===== src/rtl/exec_seq_pkg.sv =====
// ---------------------------------------------------------------------------
// exec_seq_pkg : state encoding and default widths for the execution sequencer
// Revision 1.0
// ---------------------------------------------------------------------------
`default_nettype none

package exec_seq_pkg;

  typedef enum logic [1:0] {
    ST_HALT  = 2'b00,
    ST_FETCH = 2'b01,
    ST_WAIT  = 2'b10,
    ST_EXEC  = 2'b11
  } state_e;

  localparam int DEF_ADDR_W = 5;
  localparam int DEF_INST_W = 6;
  localparam int DEF_CNT_W  = 16;

endpackage

`default_nettype wire


===== src/rtl/retire_counter.sv =====
// ---------------------------------------------------------------------------
// retire_counter : saturating instruction-retire counter with enable
// Revision 1.0
// ---------------------------------------------------------------------------
`default_nettype none

module retire_counter
  import exec_seq_pkg::*;
#(
  parameter int CNT_W = DEF_CNT_W
) (
  input  logic             clk,
  input  logic             rst_n,
  input  logic             en_i,
  output logic [CNT_W-1:0] count_o
);

  logic [CNT_W-1:0] count_q;

  always_ff @(posedge clk or negedge rst_n) begin
    if (!rst_n) begin
      count_q <= '0;
    end else if (en_i && (count_q != '1)) begin
      count_q <= count_q + CNT_W'(1);
    end
  end

  assign count_o = count_q;

endmodule

`default_nettype wire


===== src/rtl/exec_seq.sv =====
// ---------------------------------------------------------------------------
// exec_seq : run/step/halt sequencer owning the PC, IR and commit strobe
// Revision 1.0
// ---------------------------------------------------------------------------
`default_nettype none

module exec_seq
  import exec_seq_pkg::*;
#(
  parameter int ADDR_W  = DEF_ADDR_W,
  parameter int INST_W  = DEF_INST_W,
  parameter int CNT_W   = DEF_CNT_W,
  parameter int MEM_LAT = 1
) (
  input  logic              clk,
  input  logic              rst_n,
  input  logic              run,
  input  logic              step,
  input  logic              halt_req,
  input  logic              bp_en,
  input  logic [ADDR_W-1:0] bp_addr,
  input  logic              ld_pc,
  input  logic [ADDR_W-1:0] ld_addr,
  output logic [ADDR_W-1:0] mem_addr,
  input  logic [INST_W-1:0] mem_data,
  output logic [INST_W-1:0] ir,
  output logic              commit,
  output logic              halted,
  output logic              bp_hit,
  output logic [CNT_W-1:0]  retired,
  output logic [1:0]        state
);

  state_e            state_q;
  logic [ADDR_W-1:0] pc_q;
  logic [ADDR_W-1:0] pc_inc;
  logic [INST_W-1:0] ir_q;
  logic              bp_hit_q;
  logic              halt_pend_q;
  logic              single_q;

  assign pc_inc = pc_q + ADDR_W'(1);

  always_ff @(posedge clk or negedge rst_n) begin
    if (!rst_n) begin
      state_q     <= ST_HALT;
      pc_q        <= '0;
      ir_q        <= '0;
      bp_hit_q    <= 1'b0;
      halt_pend_q <= 1'b0;
      single_q    <= 1'b0;
    end else begin
      case (state_q)
        ST_HALT: begin
          if (ld_pc) pc_q <= ld_addr;
          if (halt_req) begin
            halt_pend_q <= 1'b0;
          end else if (step) begin
            state_q  <= ST_FETCH;
            single_q <= 1'b1;
            bp_hit_q <= 1'b0;
          end else if (run) begin
            state_q  <= ST_FETCH;
            single_q <= 1'b0;
            bp_hit_q <= 1'b0;
          end
        end
        ST_FETCH: begin
          if (halt_req) halt_pend_q <= 1'b1;
          if (MEM_LAT == 0) begin
            ir_q    <= mem_data;
            state_q <= ST_EXEC;
          end else begin
            state_q <= ST_WAIT;
          end
        end
        ST_WAIT: begin
          if (halt_req) halt_pend_q <= 1'b1;
          ir_q    <= mem_data;
          state_q <= ST_EXEC;
        end
        ST_EXEC: begin
          pc_q <= pc_inc;
          // A pending halt is serviced by this EXEC, so it never outlives it.
          halt_pend_q <= 1'b0;
          if (halt_pend_q || halt_req) begin
            state_q <= ST_HALT;
          end else if (single_q) begin
            state_q <= ST_HALT;
          end else if (bp_en && (pc_inc == bp_addr)) begin
            state_q  <= ST_HALT;
            bp_hit_q <= 1'b1;
          end else if (!run) begin
            state_q <= ST_HALT;
          end else begin
            state_q <= ST_FETCH;
          end
        end
      endcase
    end
  end

  retire_counter #(
    .CNT_W (CNT_W)
  ) u_retire (
    .clk     (clk),
    .rst_n   (rst_n),
    .en_i    (commit),
    .count_o (retired)
  );

  assign commit   = (state_q == ST_EXEC);
  assign halted   = (state_q == ST_HALT);
  assign state    = state_q;
  assign mem_addr = pc_q;
  assign ir       = ir_q;
  assign bp_hit   = bp_hit_q;

endmodule

`default_nettype wire


===== config.mk =====
export PLATFORM = sky130hd
export DESIGN_NAME = exec_seq
export DESIGN_NICKNAME = d
export VERILOG_FILES = /design/src/rtl/exec_seq_pkg.sv /design/src/rtl/retire_counter.sv /design/src/rtl/exec_seq.sv
export SDC_FILE = /design/constraint.sdc
export NUM_CORES = 1
export LEC_CHECK = 0
export ABC_AREA = 0
export BUFFER_PORTS_ARGS = -buffer_cell sky130_fd_sc_hd__buf_2
export CORE_UTILIZATION = 54
export DETAILED_ROUTE_END_ITERATION = 8
export PLACE_DENSITY = 0.86
export SYNTH_ARGS = -nofsm -noshare
export SYNTH_HDL_FRONTEND = slang
export SYNTH_SLANG_ARGS = --single-unit

===== constraint.sdc =====
create_clock -name clk -period 3.8 [get_ports clk]
set_input_delay 1.14 -clock clk [delete_from_list [all_inputs] [get_ports clk]]
set_output_delay 1.14 -clock clk [all_outputs]
set_load 0.01 [all_outputs]

# Word-level counts from Yosys, hierarchy flattened
# Cells that the tools add are included.
[word_totals] in_bits=23 register_bits=32 out_inout_bits=32
[classes] eq_ne=13 bitwise=1 n_addsub=2 n_reduce_logical=12 mux=21
[op_table] operator="adder 16 x 1 -> 16 bit (second input constant)" count=1
[op_table] operator="!= test 16 bit (second input constant)" count=1
[op_table] operator="2-to-1 mux 1 bit" count=13
[op_table] operator="!= test 2 bit (second input constant)" count=6
[op_table] operator="one-hot mux 5 bit (2 select lines)" count=1
[op_table] operator="one-hot mux 2 bit (4 select lines)" count=1
[op_table] operator="2-to-1 mux 2 bit" count=3
[op_table] operator="AND reduction 2 bit" count=3
[op_table] operator="AND reduction 6 bit" count=1
[op_table] operator="adder 5 x 1 -> 5 bit (second input constant)" count=1
[op_table] operator="== test 5 bit" count=1
[op_table] operator="2-to-1 mux 5 bit" count=1
[op_table] operator="== test 2 bit (second input constant)" count=2
[op_table] operator="nonzero test 2 bit" count=2
[op_table] operator="!= test 3 bit (second input constant)" count=1
[op_table] operator="one-hot mux 1 bit (3 select lines)" count=1
[op_table] operator="AND reduction 3 bit" count=1
[op_table] operator="== test 2 x 1 -> 1 bit (second input constant)" count=1
[op_table] operator="logical AND 1 bit" count=2
[op_table] operator="logical NOT 2 bit" count=1
[op_table] operator="!= test 2 x 1 -> 1 bit (second input constant)" count=1
[op_table] operator="one-hot mux 1 bit (2 select lines)" count=1
[op_table] operator="OR reduction 2 bit" count=1
[op_table] operator="logical OR 1 bit" count=1
[op_table] operator="inverter 1 bit" count=1

# Longest topological paths before layout
# Gate-level depths: netlist (run 1).
[logic_depth] word_depth=7 ltp_mapped=7 mapped_depth_nobuf=6

# Hierarchy
# From an unflattened synthesis (run 1), not the netlist that was laid out.
[unflattened] cells_unflattened=168 area_unflattened_um2=1853.0
[modules_own_cells] module="exec_seq" instances=1 cells_per_inst=96 seq_area_each_um2=400.4 area_each_um2=993.5
[modules_own_cells] module="retire_counter" instances=1 cells_per_inst=72 seq_area_each_um2=400.4 area_each_um2=859.6

# Least setup slack after synthesis (run 1)
# Ideal clock, no wire load.
[synth_path] path_kind="input to register" from="in bp_addr[4]" to="reg bp_hit_q, in the netlist bp_hit" t_arrival_ps=1987 path_slack_ps=1740 required_ps=3727 stages=4 cell_sequence="xnor2_1 -> or3_4 -> a211oi_2 -> a2bb2oi_2"
[synth_between] elab_chain_len=4
[synth_rtl] item="start, declared" line="exec_seq.sv:21" source="input logic [ADDR_W-1:0] bp_addr,"
[synth_rtl] item="== test 5 bit" line="exec_seq.sv:90" source="end else if (bp_en && (pc_inc == bp_addr)) begin"
[synth_rtl] item="logical AND 1 bit" line="exec_seq.sv:90"
[synth_rtl] item="!= test 2 bit (no line)"
[synth_rtl] item="AND reduction 6 bit (no line)"
[synth_rtl] item="end signal, assigned" line="exec_seq.sv:61" source="bp_hit_q <= 1'b0;"
[synth_rtl] item="end signal, assigned" line="exec_seq.sv:65" source="bp_hit_q <= 1'b0;"
[synth_rtl] item="end signal, assigned" line="exec_seq.sv:92" source="bp_hit_q <= 1'b1;"
[synth_rtl] item="end, declared" line="exec_seq.sv:38" source="logic bp_hit_q;"
# No other way between the ends.
# A chain may end at the register's enable or synchronous reset.

# Worst setup path after layout (run 1)
[layout_path] from="reg state_q[0], in the netlist state[0]" to="out commit"
[layout_between] elab_chain_len=1
[layout_rtl] item="start, declared" line="exec_seq.sv:34" source="state_e state_q;"
[layout_rtl] item="start signal, assigned" line="exec_seq.sv:46" source="state_q <= ST_HALT;"
[layout_rtl] item="start signal, assigned" line="exec_seq.sv:59" source="state_q <= ST_FETCH;"
[layout_rtl] item="start signal, assigned" line="exec_seq.sv:63" source="state_q <= ST_FETCH;"
[layout_rtl] item="== test 2 bit" line="exec_seq.sv:112" source="assign commit = (state_q == ST_EXEC);"
[layout_rtl] item="end, declared" line="exec_seq.sv:27" source="output logic commit,"
# No other way between the ends.

==> impl_results.md, run 1 <==
- Crit end category: output port
- CTS tree: yes
- Clk sinks: 32
- DRT iter0 DRCs: 57
- Status: finished, violations left
- Postcts setup bufs: 0
- GRT Util Overall: 24.74%
- CP Max Fanout: 15
- Lkg Pwr: 0.001067 uW
- Fmax: 0.3647 GHz
- RSZ-0062 raised after global routing: no
- #FFs+latches synth: 32
- Failing checks: DRC
- Final setup fails: 0
- Post-Syn Nets: 184
- Fin. Hold Viols: 0
- Fin cells: 245
- Nets@finish: 241
- Fin Clk Skew: 18.32 ps
- Vias in the first global route: 1,378
- DP Cell Count: 237
- Global-route wire length before repair: a little over 6 mm
- Commonest non-fill, non-tap cells in the layout: buf_2 (54), dfrtp_1 (32), nand2_1 (14)
- Worst vdd rail ir drop: 415.1 uV
- Post-synth top flop: dfrtp_1
- Tightest Pin Transition: 727.8 ps
- IO Port Bufs: 54
- Tmin final: 2742 ps
- Post-DP HPWL: 2.745 mm
- Fin util: roughly 72%
- Hold WS: approximately 500 ps
- Clk network pwr share: 17.3%
- Yosys cell types: 41
- CTS root buf: clkbuf_4
- DIE WIDTH: 57.81 um
- Avg WL per Cell: around 16 um
- Fill cells: 217
- Worst Path Arrival: 1600 ps
- Internal power: approximately 890 uW
- Largest net degree at the start of global routing: 33
- Die footprint: 3341 um2
- Clock Pin Slew Worst Setup and Hold Paths: between 100 and 150 ps
- Core ar.: 2853 um2
- Clk Latency, worst-skew pair: between 300 and 400 ps
- Chip Height: 57.81 um
- Post-cts resize count: 0
- Hold Startpoint: u_retire.count_o[15]
- Layout cell share with drive strength beyond 1: 35.51%
- Critical path type: register to output port
- Area growth from synthesis to layout: 22.17%
- Fin. max-slew vios: 0
- Longest Clk Path Bufs: 2
- DR vias/cell: 5.824
- Number of H-tree levels: 2
- Worst setup SP type: register
- Worst Path Required: 2660 ps
- Psw: approximately 610 uW
- Num CTS Buffers: 5
- Async set-reset flop share out of synthesis: 100.0%
- Worst r2r src: state[0]
- DRT Wirelength: approximately 3.8 mm
- Routed via count: 1,427
- Setup TNS: 0 ps
- Commonest non-fill, non-tap cell in the layout: buf_2
- Synth warnings: 0
- DR DRC count: 3
- Max-cap check violation count: 0
- Starting density of the core: 58.95%
- Post-Syn Area per Cell: 10.78 um2
- Pwr/cell area: between 700 and 800 nW/um2
- Net Sw Frac: roughly 40%
- Crit. Startpoint: state[0]
- Combinational share of power: 44.6%
- Syn Inst Count: 156
- Hold Path Class: register to register
- Final worst-path cycle share: 72.16%
- Multi-input combinational cell area: 845.8 um2
- Post-synth EDFFs: 0
- Row cnt: 19
- Post-cts hold buffer count: 0
- Reg power frac: 38.1%
- Antenna violations before repair: 0
- TritonRoute pass-1 iters: 6
- Seq/Total Area, Yosys: 47.62%
- IO Pins: 55
- # diodes: 0
- Slew headroom: between 50% and 60%
- Remaining global-route overflow: 0
- RePlAce Congestion: roughly 0.86
- Final ANT Viol Nets: 0
- Mapped Area: 1682 um2
- Register area: 800.8 um2
## sequential cells by signal (all words and copies together), names as in the netlist
name and cells:
u_retire.count_o 16, halt_pend_q 1, state 2, bp_hit 1, mem_addr 5, ir 6, single_q 1
## power groups by stage
stage,registers [uW],logic (uW),clock network (uW)
global route,586,727,280
global placement,557,626,0
finish,570,668,259
CTS,566,665,264
floorplan,590,419,0
detailed placement,572,655,0
## synthesized netlist by cell type (2+ instances only)
library cell	count	area, um2
dfrtp_1	32	800.8
nand2_1	14	52.55
xor2_1	12	105.1
nor2_1	10	37.54
nand3_1	7	35.03
xnor2_1	7	61.31
mux2_2	6	67.56
a21oi_1	5	25.02
ha_1	5	62.56
inv_1	5	18.77
o21ai_0	5	25.02
o22ai_1	5	31.28
and3_1	4	25.02
clkbuf_1	3	11.26
nand4_1	3	18.77
a31oi_1	2	12.51
and4_1	2	17.52
mux2i_1	2	20.02
nand3b_1	2	15.01
nand4_2	2	25.02
nor3_1	2	10.01
o22a_1	2	17.52
## final cells by class
type	instances	share of cell area, %
clock inverters	3	2.071
multi-input cells	115	41.17
well taps	31	1.888
inverters	5	0.9135
flip-flops and latches	32	38.98
repair buffers	54	13.15
clock buffers	5	1.827
## final timing paths
check,to,slack (ps),depth (start not counted)
setup / recovery,commit,1060,2
hold / removal,u_retire.count_o[15],490,1
setup reg to reg,bp_hit,1780,4
hold reg to reg,u_retire.count_o[15],490,1
max in group asynchronous,mem_addr[3],2470,1
min in group asynchronous,ir[2],840,1
## through the flow
| stage | power [uW] | area, um2 | setup slack, ps |
|---|---|---|---|
| 2_1_floorplan | 1009 | 1682 | 1740 |
| 4_1_cts | 1495 | 2054 | 1077 |
| 5_1_grt | 1594 | 2054 | 971.0 |
| 6_report | 1497 | 2054 | 1058 |
| 3_5_place_dp | 1227 | 1974 | 1467 |
| 3_3_place_gp | 1183 | 1974 | 1542 |
## worst max-delay path: stages (launching register included)
cell     delay [ps]
dfrtp_1         470
ha_1            550
buf_2           240
## metal layers
| layer | vias to the layer above | global-route usage, % | routed length [um] |
|---|---|---|---|
| met5 | - | 0 | 0 |
| met4 | 0 | 11.56 | 92 |
| met3 | 12 | 6.920 | 193 |
| met2 | 62 | 43.35 | 1944 |
| met1 | 681 | 27.81 | 1606 |
| li1 | 672 | - | - |
## cells by family after synthesis
family / after synthesis / synth area share [%]
xor gates and xnor gates: 19 / 9.896
and+or+nand+nor: 54 / 18.75
adders and majority gates: 5 / 3.720
buffers and inverters: 9 / 2.083
DFF: 32 / 47.62
muxes: 9 / 5.878
AOI/OAI and AO/OA: 28 / 12.05
No activity file was read; power rests on OpenSTA's default activity.
==> inputs of run 2 (changes only) <==
--- a/config.mk
+++ b/config.mk
@@ -5,11 +5,11 @@
 export SDC_FILE = /design/constraint.sdc
 export NUM_CORES = 1
 export LEC_CHECK = 0
-export ABC_AREA = 0
+export ABC_AREA = 1
 export BUFFER_PORTS_ARGS = -buffer_cell sky130_fd_sc_hd__buf_2
-export CORE_UTILIZATION = 54
+export CORE_UTILIZATION = 46
 export DETAILED_ROUTE_END_ITERATION = 8
-export PLACE_DENSITY = 0.86
+export PLACE_DENSITY = 0.78
 export SYNTH_ARGS = -nofsm -noshare
 export SYNTH_HDL_FRONTEND = slang
 export SYNTH_SLANG_ARGS = --single-unit
==> constraint.sdc (replaced) <==
create_clock -name clk -period 2.4 [get_ports clk]
set_input_delay 0.72 -clock clk [delete_from_list [all_inputs] [get_ports clk]]
set_output_delay 0.72 -clock clk [all_outputs]
set_load 0.01 [all_outputs]
==> impl_results.md, run 2 <==
- Layout cell share with drive strength beyond 1: around 27%
- Worst vdd rail ir drop: 523.6 uV
- GRT Util Overall: 20.48%
- Fill cells: 321
- Routed via count: 1,591
- Fin. Hold Viols: 0
- CTS root buf: clkbuf_8
- Fin. max-slew vios: 0
- Post-cts hold buffer count: 0
- Vias in the first global route: 1,494
- Commonest non-fill, non-tap cells in the layout: buf_2 (54), nand2_1 (51), dfrtp_1 (32)
- Total power: 2456 uW
- Worst Path Arrival: about 1400 ps
- Number of H-tree levels: 2
- Critical path type: register to output port
- TritonRoute pass-1 iters: 4
- Reg2Reg Depth: 4
- Async set-reset flop share out of synthesis: 100.0%
- Pwr/cell area: 1111 nW/um2
- Mapped Area: around 1800 um2
- Final ANT Viol Nets: 0
- DP Cell Count: 313
- Largest net degree at the start of global routing: 33
- Post-DP HPWL: 2.737 mm
- Fmax: 0.4836 GHz
- IO Pins: 55
- # diodes: 0
- Global-route wire length before repair: 6.486 mm
- Final worst-path cycle share: about 86%
- Top cells by count, synth: nand2_1 (51), dfrtp_1 (32), inv_1 (25), nor2_1 (20), o21ai_0 (15)
- Num CTS Buffers: 5
- DRT Wirelength: 3.746 mm
- Clk sinks: 32
- DR DRC count: 0
- Status: complete, no violations
- Core ar.: between 3000 and 4000 um2
- Fin cells: 321
- Clk Latency, worst-skew pair: 280 ps
- Clock Pin Slew Worst Setup and Hold Paths: 60 ps
- Chip Height: 63.84 um
- Worst Path Required: 1680 ps
- DR vias/cell: 4.956
- #FFs+latches synth: 32
- Area leader, netlist: dfrtp_1
- Crit end category: output port
- Post-Syn Nets: about 240
- CP Max Fanout: 8
- Seq/Total Area, Yosys: 45.52%
- Fin util: 60.39%
- R2R setup slack: 540 ps
- Nets@finish: 300
- Yosys cell types: 27
- Slew headroom: 51.96%
- Antenna violations before repair: 0
- Avg WL per Cell: 11.67 um
- Starting density of the core: 48.05%
- RSZ-0062 raised after global routing: no
- Postcts setup bufs: 0
- Remaining global-route overflow: 0
- Ranking of synthesized cells by area: dfrtp_1 (46%), nand2_1 (11%), inv_1 (5.3%)
- Lkg Pwr: 0.001125 uW
- Most instantiated library cell after synthesis: nand2_1
- Tmin final: 2068 ps
- Post-synth top area share: between 40% and 50%
- CTS tree: yes
- Max-cap check violation count: 0
- Die footprint: 4076 um2
- Setup TNS: 0 ps
- Largest register FFs: 16
- Area growth from synthesis to layout: 25.68%
- DIE WIDTH: between 60 and 70 um
- Final setup fails: 0
- IO Port Bufs: 54
- Worst setup SP type: register
- Row cnt: 22
- Syn Inst Count: between 200 and 250
- RePlAce Congestion: around 0.84
- Post-synth top flop: dfrtp_1
- Longest Clk Path Bufs: 2
- Hold Path Class: input port to asynchronous set/reset pin
- Fin Clk Skew: 3.575 ps
- Tightest Pin Transition: between 700 and 800 ps
- Post-cts resize count: 0
- Post-Syn Area per Cell: approximately 8.3 um2
- DRT iter0 DRCs: 78
- Synth warnings: 0
- Post-synth EDFFs: 0
- Commonest non-fill, non-tap cell in the layout: buf_2
[run 2: cell types whose count changed after synthesis, moves of 4 or more]
cell and change:
nand2_1 +37, inv_1 +20, nor2_1 +10, o21ai_0 +10, nand3_1 +7, and3_1 -4
[run 2: path summary, 6_finish.rpt]
path	from	endpoint
max	state[0]	halted
min	rst_n	ir[2]
max reg2reg	state[0]	mem_addr[0]
min reg2reg	halt_pend_q	halt_pend_q
max in group asynchronous	rst_n	u_retire.count_o[9]
min in group clk	halt_pend_q	halt_pend_q
[run 2: kinds of logic after synthesis]
logic type               Yosys count  share of synthesized area (%)
adder cells (fa/ha/maj)            5                          3.556
AND/OR/NAND/NOR                  101                          24.82
buffers and inverters             30                          6.614
XOR/XNOR                          14                          6.970
AO/OA/AOI/OAI                     24                          8.037
multiplexers                       7                          4.481
flip-flops                        32                          45.52
[run 2: final cells by class]
cell class | instances | area [um2] | area share (%)
well taps | 48 | 60.06 | 2.716
inverters | 27 | 103.9 | 4.697
clock buffers | 7 | 96.34 | 4.358
flip-flops and latches | 32 | 800.8 | 36.22
multi-input cells | 151 | 842.1 | 38.09
clock inverters | 1 | 30.03 | 1.358
repair buffers | 55 | 277.8 | 12.56
[run 2: stage by stage]
stage | setup slack [ps] | hold slack, ps | cell area, um2
2_1_floorplan | 585.1 | 424.4 | 1759
3_3_place_gp | 667.1 | 479.2 | 2085
3_5_place_dp | 535.3 | 493.3 | 2085
4_1_cts | 324.0 | 501.1 | 2211
5_1_grt | 260.6 | 529.2 | 2211
6_report | 332.3 | 486.6 | 2211
[run 2: metal layers]
layer	vias up	GRT usage (%)	part of all wire, %
met5	-	0	0
met1	728	26.71	47
li1	802	-	-
met4	0	9.943	1.5
met2	55	31.78	46
met3	6	4.821	6.3
[run 2: worst max-delay path: stages, from the launching register on]
cell	delay (ps)
dfrtp_1	430
inv_1	100
ha_1	340
buf_2	190
[run 2: where the power goes]
group          internal [uW]  switching, uW  total (uW)
registers                712            139         851
clock network            366            191         557
logic                    445            602        1050
